<file path="src/rtl/vend_pkg.sv">
// Shared types and defaults for the vending dispense arbiter and its lane picker.
package vend_pkg;

   localparam int DEF_TIMEOUT_CYCLES  = 200;
   localparam int DEF_COOLDOWN_CYCLES = 8;

   typedef logic [1:0] vend_state_t;

   localparam vend_state_t ST_IDLE     = 2'd0;
   localparam vend_state_t ST_DISPENSE = 2'd1;
   localparam vend_state_t ST_COOLDOWN = 2'd2;

   // Lane index width; a single-lane build still needs one bit to carry an index.
   function automatic int lane_w(input int n);
      return (n > 1) ? $clog2(n) : 1;
   endfunction

endpackage

</file>
<file path="src/rtl/vend_rr_picker.sv">
// Rotate-priority request picker: first set request at or above i_rr_ptr, wrapping at N_LANES-1.
module vend_rr_picker
   import vend_pkg::*;
#(
   parameter  int N_LANES = 4,
   localparam int LW      = lane_w(N_LANES)
) (
   input  logic [N_LANES-1:0] i_req,
   input  logic [LW-1:0]      i_rr_ptr,
   output logic               o_valid,
   output logic [LW-1:0]      o_lane
);

   logic [LW-1:0] w_idx;

   // NOTE: every output of a combinational block gets a default first, so no path leaves it unassigned (no latch).
   always_comb begin
      o_valid = 1'b0;
      o_lane  = '0;
      w_idx   = '0;
      // Walk offsets from farthest to nearest so the nearest set request is the last one written.
      for (int i = N_LANES - 1; i >= 0; i--) begin
         w_idx = LW'((int'(i_rr_ptr) + i) % N_LANES);
         if (i_req[w_idx]) begin
            o_valid = 1'b1;
            o_lane  = w_idx;
         end
      end
   end

endmodule

</file>
<file path="src/rtl/vend_dispense_arbiter.sv">
// Round-robin owner of the shared dispense motor: grants a lane, times the motor against the drop
// sensor, reports done/fault to that lane, then lets the mechanism settle before the next grant.
module vend_dispense_arbiter
   import vend_pkg::*;
#(
   parameter  int N_LANES         = 4,
   parameter  int TIMEOUT_CYCLES  = DEF_TIMEOUT_CYCLES,
   parameter  int COOLDOWN_CYCLES = DEF_COOLDOWN_CYCLES,
   localparam int LW              = lane_w(N_LANES),
   localparam int TW              = $clog2(TIMEOUT_CYCLES + 1),
   localparam int CW              = $clog2(COOLDOWN_CYCLES + 1)
) (
   input  logic               clk,
   input  logic               reset,
   input  logic [N_LANES-1:0] vend_req,
   input  logic               product_dropped,
   output logic               motor_on,
   output logic [LW-1:0]      motor_sel,
   output logic [N_LANES-1:0] vend_done,
   output logic [N_LANES-1:0] vend_fault,
   output logic               busy
);

   vend_state_t        r_state;
   logic [LW-1:0]      r_rr_ptr;
   logic [TW-1:0]      r_timer;
   logic [CW-1:0]      r_cool;
   logic               r_motor_on;
   logic [LW-1:0]      r_motor_sel;
   logic [N_LANES-1:0] r_done;
   logic [N_LANES-1:0] r_fault;

   logic               w_pick_valid;
   logic [LW-1:0]      w_pick_lane;
   logic [LW-1:0]      w_next_ptr;
   logic [N_LANES-1:0] w_lane_onehot;

   vend_rr_picker #(
      .N_LANES (N_LANES)
   ) u_picker (
      .i_req    (vend_req),
      .i_rr_ptr (r_rr_ptr),
      .o_valid  (w_pick_valid),
      .o_lane   (w_pick_lane)
   );

   // Explicit wrap so non-power-of-two lane counts return to lane 0 after N_LANES-1.
   assign w_next_ptr    = (r_motor_sel == LW'(N_LANES - 1)) ? '0 : r_motor_sel + 1'b1;
   assign w_lane_onehot = {{(N_LANES - 1){1'b0}}, 1'b1} << r_motor_sel;

   // NOTE: sequential state uses non-blocking assignments so every register samples pre-edge values.
   always_ff @(posedge clk) begin
      if (reset) begin
         r_state     <= ST_IDLE;
         r_rr_ptr    <= '0;
         r_timer     <= '0;
         r_cool      <= '0;
         r_motor_on  <= 1'b0;
         r_motor_sel <= '0;
         r_done      <= '0;
         r_fault     <= '0;
      end else begin
         r_done  <= '0;
         r_fault <= '0;
         case (r_state)
            ST_IDLE: begin
               if (w_pick_valid) begin
                  r_state     <= ST_DISPENSE;
                  r_motor_on  <= 1'b1;
                  r_motor_sel <= w_pick_lane;
                  r_timer     <= TW'(1);
               end
            end
            ST_DISPENSE: begin
               // A drop on the timeout edge still counts as success.
               if (product_dropped || (r_timer == TW'(TIMEOUT_CYCLES))) begin
                  if (product_dropped) begin
                     r_done <= w_lane_onehot;
                  end else begin
                     r_fault <= w_lane_onehot;
                  end
                  r_state    <= ST_COOLDOWN;
                  r_motor_on <= 1'b0;
                  r_timer    <= '0;
                  r_cool     <= CW'(1);
                  r_rr_ptr   <= w_next_ptr;
               end else begin
                  r_timer <= r_timer + 1'b1;
               end
            end
            ST_COOLDOWN: begin
               if (r_cool == CW'(COOLDOWN_CYCLES)) begin
                  r_state <= ST_IDLE;
                  r_cool  <= '0;
               end else begin
                  r_cool <= r_cool + 1'b1;
               end
            end
            default: begin
               r_state    <= ST_IDLE;
               r_motor_on <= 1'b0;
            end
         endcase
      end
   end

   assign motor_on   = r_motor_on;
   assign motor_sel  = r_motor_sel;
   assign vend_done  = r_done;
   assign vend_fault = r_fault;
   assign busy       = (r_state != ST_IDLE);

endmodule

</file>
<file path="config.mk">
export PLATFORM = sky130hd
export DESIGN_NAME = vend_dispense_arbiter
export DESIGN_NICKNAME = d
export VERILOG_FILES = /design/src/rtl/vend_pkg.sv /design/src/rtl/vend_rr_picker.sv /design/src/rtl/vend_dispense_arbiter.sv
export SDC_FILE = /design/constraint.sdc
export NUM_CORES = 1
export LEC_CHECK = 0
export CORE_ASPECT_RATIO = 1.25
export CORE_MARGIN = 1
export CORE_UTILIZATION = 30
export CTS_CLUSTER_SIZE = 40
export DETAILED_ROUTE_END_ITERATION = 8
export GPL_TIMING_DRIVEN = 0
export PLACE_DENSITY = 0.54
export SLEW_MARGIN = 20
export SYNTH_ARGS = -nofsm -noshare
export SYNTH_HDL_FRONTEND = slang
export SYNTH_SLANG_ARGS = --single-unit
</file>
<file path="constraint.sdc">
create_clock -name clk -period 1.65 [get_ports clk]
set_input_delay 0.2475 -clock clk [delete_from_list [all_inputs] [get_ports clk]]
set_output_delay 0.2475 -clock clk [all_outputs]
set_load 0.005 [all_outputs]
</file>
* Word level (Yosys, flattened, before mapping)
Index checks and enable logic that the tools add are counted.
** Storage, ports and cells
- Flip-flop bits (word level) :: 27
- Bits in latches :: 0
- Memory bits (writable) :: 0
- Bits in read-only memories :: 0
- Input bits :: 7
- Output and inout port bits :: 12
- Word-level logic and storage cells :: 74
- Memories :: 0
** Cells by class
- $add $sub $neg :: 6
- $mul :: 0
- Div/mod/pow operators :: 0
- Order comparisons :: 4
- Equal/unequal tests :: 8
- Shift operators :: 1
- Mux-type cells :: 30
- Bitwise gates (word level) :: 4
- Reductions and logical operators :: 13
** Operator list (count)
- $mux W2 :: 8
- $mux W8 :: 2
- $pmux W8 S2 :: 1
- $lt A2 B3 Y1 const B :: 4
- $mux W1 :: 10
- $add A8 B1 Y8 const B :: 1
- $bmux W1 S2 :: 4
- $eq A8 B8 Y1 const B :: 1
- $mux W4 :: 2
- $pmux W4 S2 :: 1
- $reduce_and A2 Y1 :: 4
- $reduce_or A4 Y1 :: 2
- $pmux W2 S3 :: 1
- $reduce_and A3 Y1 :: 2
- $reduce_bool A2 Y1 :: 3
- $add A2 B1 Y2 const B :: 2
- $add A2 B2 Y2 const B :: 2
- $add A4 B1 Y4 const B :: 1
- $eq A2 B2 Y1 const B :: 2
- $eq A4 B4 Y1 const B :: 1
- $ne A2 B2 Y1 const B :: 2
- $not A1 Y1 :: 4
- $shl A1 B2 Y4 const A :: 1
- $pmux W1 S3 :: 1
- other kinds (4) :: 4

* Logic depth before layout (Yosys ltp)
- Depth after elaboration :: 9
- Mapped depth :: 6
- Mapped depth without buffers :: 6

* Hierarchy
From an unflattened synthesis, not the netlist that was laid out.
** Unflattened totals
- Cell total of the unflattened synthesis :: 153
- Area total of the unflattened synthesis :: 1337.5 µm²
** By module, submodules not included
- vend_dispense_arbiter :: instances 1, cells an instance 140, area each 1260.0 µm², seq. area each 540.5 µm²
- vend_rr_picker :: instances 1, cells an instance 13, area each 77.6 µm², seq. area each 0.0 µm²

* Least setup slack after synthesis
OpenSTA, ideal clock, no wires.
- Path type :: reg2reg
- Start :: register r_timer[0]
- End :: register r_timer[0]
- Library setup time :: 0.103 ns
- Data arrival time :: 1.426 ns
- Data required time :: 1.547 ns
- Setup slack :: 0.120 ns
- Cell stages (with the launch flop) :: 7
- Buffers on the path :: 0
- Clock period less this slack :: 1.530 ns
- Cells stage by stage :: dfxtp_1 -> inv_1 -> ha_1 -> and4bb_4 -> a21oi_2 -> nor2_1 -> a2111oi_2
** On the way
- Cells in the longest elaborated chain, start to end :: 4
- Elaborated cells on any way between the ends :: 5
- Those cells by class :: add/sub: 1; eq/ne: 1; mux: 2; reduce/logical: 1
** RTL lines
- from (decl) :: RTL line vend_dispense_arbiter.sv:26 : logic [TW-1:0] r_timer;
- from (signal assigned) :: RTL line vend_dispense_arbiter.sv:88 : r_timer <= r_timer + 1'b1;
- branches (longest 2 deep; another with $add A8 B1 Y8)
- $mux W8 (*) :: RTL line vend_dispense_arbiter.sv:76 : if (product_dropped || (r_timer == TW'(TIMEOUT_CYCLES))) begin
- $pmux W8 S2 (*) :: RTL line vend_dispense_arbiter.sv:65 : case (r_state)
Every way passes the cells marked *.
A chain may end at the register's enable or synchronous reset.

* Worst setup path after layout
- Start :: register r_timer[0]
- End :: register r_rr_ptr[0]
** On the way
- Cells in the longest elaborated chain, start to end :: 3
** RTL lines
- $eq A8 B8 Y1 :: RTL line vend_dispense_arbiter.sv:76
- $logic_or A1 B1 Y1 :: RTL line vend_dispense_arbiter.sv:76
- $reduce_and A2 Y1 (no line)
- to (signal assigned) :: RTL line vend_dispense_arbiter.sv:86 : r_rr_ptr <= w_next_ptr;
- to (decl) :: RTL line vend_dispense_arbiter.sv:25 : logic [LW-1:0] r_rr_ptr;
No other way between the ends.

==> results by group <==
Worst setup path
  • R2r startpoint: r_timer[0]$_SDFFE_PP0P_
  • Worst path bufs/invs: 1
  • WP data arrival: 1.82 ns
  • CP cell instances: inv_1 > ha_2 > and4bb_4 > a21oi_4 > or4_4 > a21oi_2
  • WS Path Type: reg -> reg
  • CP startpoint: r_timer[0]$_SDFFE_PP0P_
  • Critical Path End Type: flop
  • Slowest stage delay, CP: 0.44 ns
  • CP required: 1.86 ns
  • CP top delay family: simple AND/OR/NAND/NOR gates
  • Crit path max-delay cell type: or4_4
  • Critical path fanouts, max: 5
  • Type of origin of the critical path: flop

Clocking
  • Cts hold-fix bufs: 0
  • CTS root buf: clkbuf_8
  • Clock Latency Late Sink: 0.27 ns
  • H-Tree Depth: 1
  • Clk sink count: 27
  • TritonCTS Buffers: 3
  • CTS tree: done
  • Clk slew on worst S/H paths: 0.09 ns
  • Max Root-Sink Buffers: 2

STA
  • Final period util: 97.4%
  • Period minus WS final: 1.61 ns
  • Fin. max-slew vios: 0
  • Setup Skew: 0.00194 ns
  • RSZ-0062 raised after global routing: no
  • Slew @ Worst Pin: 0.507 ns
  • Final Hold Fails: 0
  • Setup TNS: 0 ns
  • Final setup viols: 0
  • Worst slew margin: 66.2%
  • Maximum clock rate: 622 MHz

Floorplanning
  • Die ar.: 0.00485 mm²
  • Die height: 77.6 µm
  • Rows: 27
  • Initial Util: 31.2%
  • Core area: 0.00439 mm²
  • Die W: 62.5 µm
  • # IOs: 19

Route
  • Vias per Instance: 5.09
  • DR vias: 1181
  • Initial DRC count: 38
  • First drt pass iteration count: 4
  • Final Routed Wirelength: 2.98 mm
  • Drt wl/cell: 12.8 µm
  • DR DRC count: 0
  • Antenna-violating nets left: 0

Synthesis
  • Yosys warning count: 0
  • Number of flops mapped to enable cells by yosys: 0
  • Synthesized area: 0.00137 mm²
  • Synth Flop Type: dfxtp_1
  • Yosys top cell by area: dfxtp_1
  • Post-synth net total: 165
  • Syn Inst Count: 150
  • Post-synth top cells: 27 x dfxtp_1, 12 x a21oi_1, 12 x inv_1
  • Synth Area per Inst: 9.14 µm²
  • FFs w/ async S/R, synth: 0%
  • Sequential area share after synthesis: 39.4%
  • Post-synth top area share: 39.4%
  • Synthesis-stage register bit count: 27
  • Synth cell types: 46
  • Most frequent cell after synthesis: dfxtp_1
  • Ranking of synthesized cells by area: dfxtp_1 39%, ha_1 7.3%, a21oi_1 4.4%, and2_1 4.1%, inv_1 3.3%

Power and ir drop
  • Tot Pwr: 1.34 mW
  • Peak supply drop: 0.000318 V
  • PwrDens: 762 mW/mm²
  • Leakage: 0.627 nW

Final layout
  • Cell area after layout: 0.00176 mm²
  • Utilization of the core after routing: 40.0%
  • Area growth from synthesis to layout: 28.2%
  • Antenna Cells: 0
  • Proportion of layout cells with a drive suffix above 1: 16.7%
  • Nets@finish: 190

GRT
  • Grt total ovfl: 0
  • Global Route met3 Usage: 2.21%
  • Met2 usage: 22.6%
  • Gr busiest metal: met2
  • Largest net degree at the start of global routing: 17
  • Initial antenna violation count: 0
  • Vias in the first global route: 1153
  • Tot GR Track Use: 12.8%
  • First-pass GRT wire length: 5.04 mm
  • Grt met1 use: 15.4%

Worst hold path
  • Hold/Removal Path Class: reg -> reg
  • Hold Startpoint: r_timer[0]$_SDFFE_PP0P_

Placement
  • HPWL Detailed: 2.24 mm
  • GPL Wtd Cong: 0.817
  • Port Buffer Count: 18
  • Cell area after placement: 0.00162 mm²

Outcome
  • Status: finished clean

Flow run
  • MaxCap Viol Count: 0
[metrics by stage]
step                hold slack [ns]  cells  worst slack [ns]
floorplan                     0.467    150             0.120
global placement              0.499    226            -0.314
detailed placement            0.504    226            -0.347
CTS                           0.505    230           0.00687
global route                  0.489    232           0.00199
finish                        0.471    232            0.0427
[placed cells by master (no fill, tap or decap), types with 2 or more instances in the layout]
cell	netlist	final
a22o_1	2	2
nor3_2	2	2
dfxtp_4	0	3
nand3_1	7	7
nand2b_1	5	5
nor4_1	3	3
clkbuf_8	0	3
a31oi_1	3	3
clkdlybuf4s50_1	0	17
o21ai_0	4	4
nor3_1	3	2
nand2_1	3	3
and2_1	9	9
a21oi_2	2	2
dfxtp_1	27	23
clkbuf_1	3	2
a221o_1	2	2
and2b_1	2	2
xnor2_1	3	3
buf_4	0	2
nor2_1	9	8
nand3b_1	2	2
and3b_1	2	2
ha_1	8	7
inv_1	12	11
a21oi_1	12	11
o211ai_1	2	2
[area by class of cell]
| type | count | area (µm²) |
|---|---|---|
| multi-input combinational | 106 | 812 |
| clock inverter | 1 | 7.51 |
| fill | 436 | 2630 |
| inverter | 12 | 45.0 |
| buffer | 5 | 28.8 |
| timing repair buffer | 20 | 198 |
| tap | 58 | 72.6 |
| clock buffer | 3 | 41.3 |
| sequential | 27 | 553 |
[where the power goes]
| group | leakage, nW | internal, mW | total (mW) | switching [mW] |
|---|---|---|---|---|
| clock network | 0.0217 | 0.171 | 0.380 | 0.209 |
| registers | 0.222 | 0.679 | 0.711 | 0.0319 |
| logic | 0.384 | 0.116 | 0.249 | 0.133 |
| total | 0.627 | 0.966 | 1.34 | 0.374 |
[layer usage]
metal  share of wire (%)  vias up  routed length (µm)
met1                  44      557                1320
li1                    -      591                   -
met2                  51       29                1520
met4                0.97        0                  29
met5                   0        -                   0
met3                 3.7        4                 109
[sequential cells by signal, indices dropped and copies added, names as in the netlist]
name,flops
r_timer,8
r_cool,4
vend_done,4
vend_fault,4
motor_sel,2
r_rr_ptr,2
r_state,2
motor_on,1
[cell families (layout without fill, tap and decap cells)]
logic type | Yosys count | in the layout | share of synthesized area (%)
AO/OA/AOI/OAI | 36 | 36 | 18.2
XOR/XNOR | 4 | 4 | 2.56
adder cells (fa/ha/maj) | 8 | 8 | 7.30
buffers and inverters | 17 | 41 | 5.29
flip-flops | 27 | 27 | 39.4
AND/OR/NAND/NOR | 58 | 58 | 27.3
[final timing paths]
check,slack (ns),end,depth (start not counted)
hold / removal,0.47,r_timer[0]$_SDFFE_PP0P_,1
setup / recovery,0.04,r_rr_ptr[0]$_SDFFE_PP0P_,6
hold reg to reg,0.47,r_timer[0]$_SDFFE_PP0P_,1
setup reg to reg,0.04,r_rr_ptr[0]$_SDFFE_PP0P_,6
[repair_timing]
action	CTS	global route
setup endpoints to repair	10	17
pin swaps	0	3
buffers inserted	0	2
gates resized for setup	6	15
cloned	0	0
(Power assumes the default switching activity.)
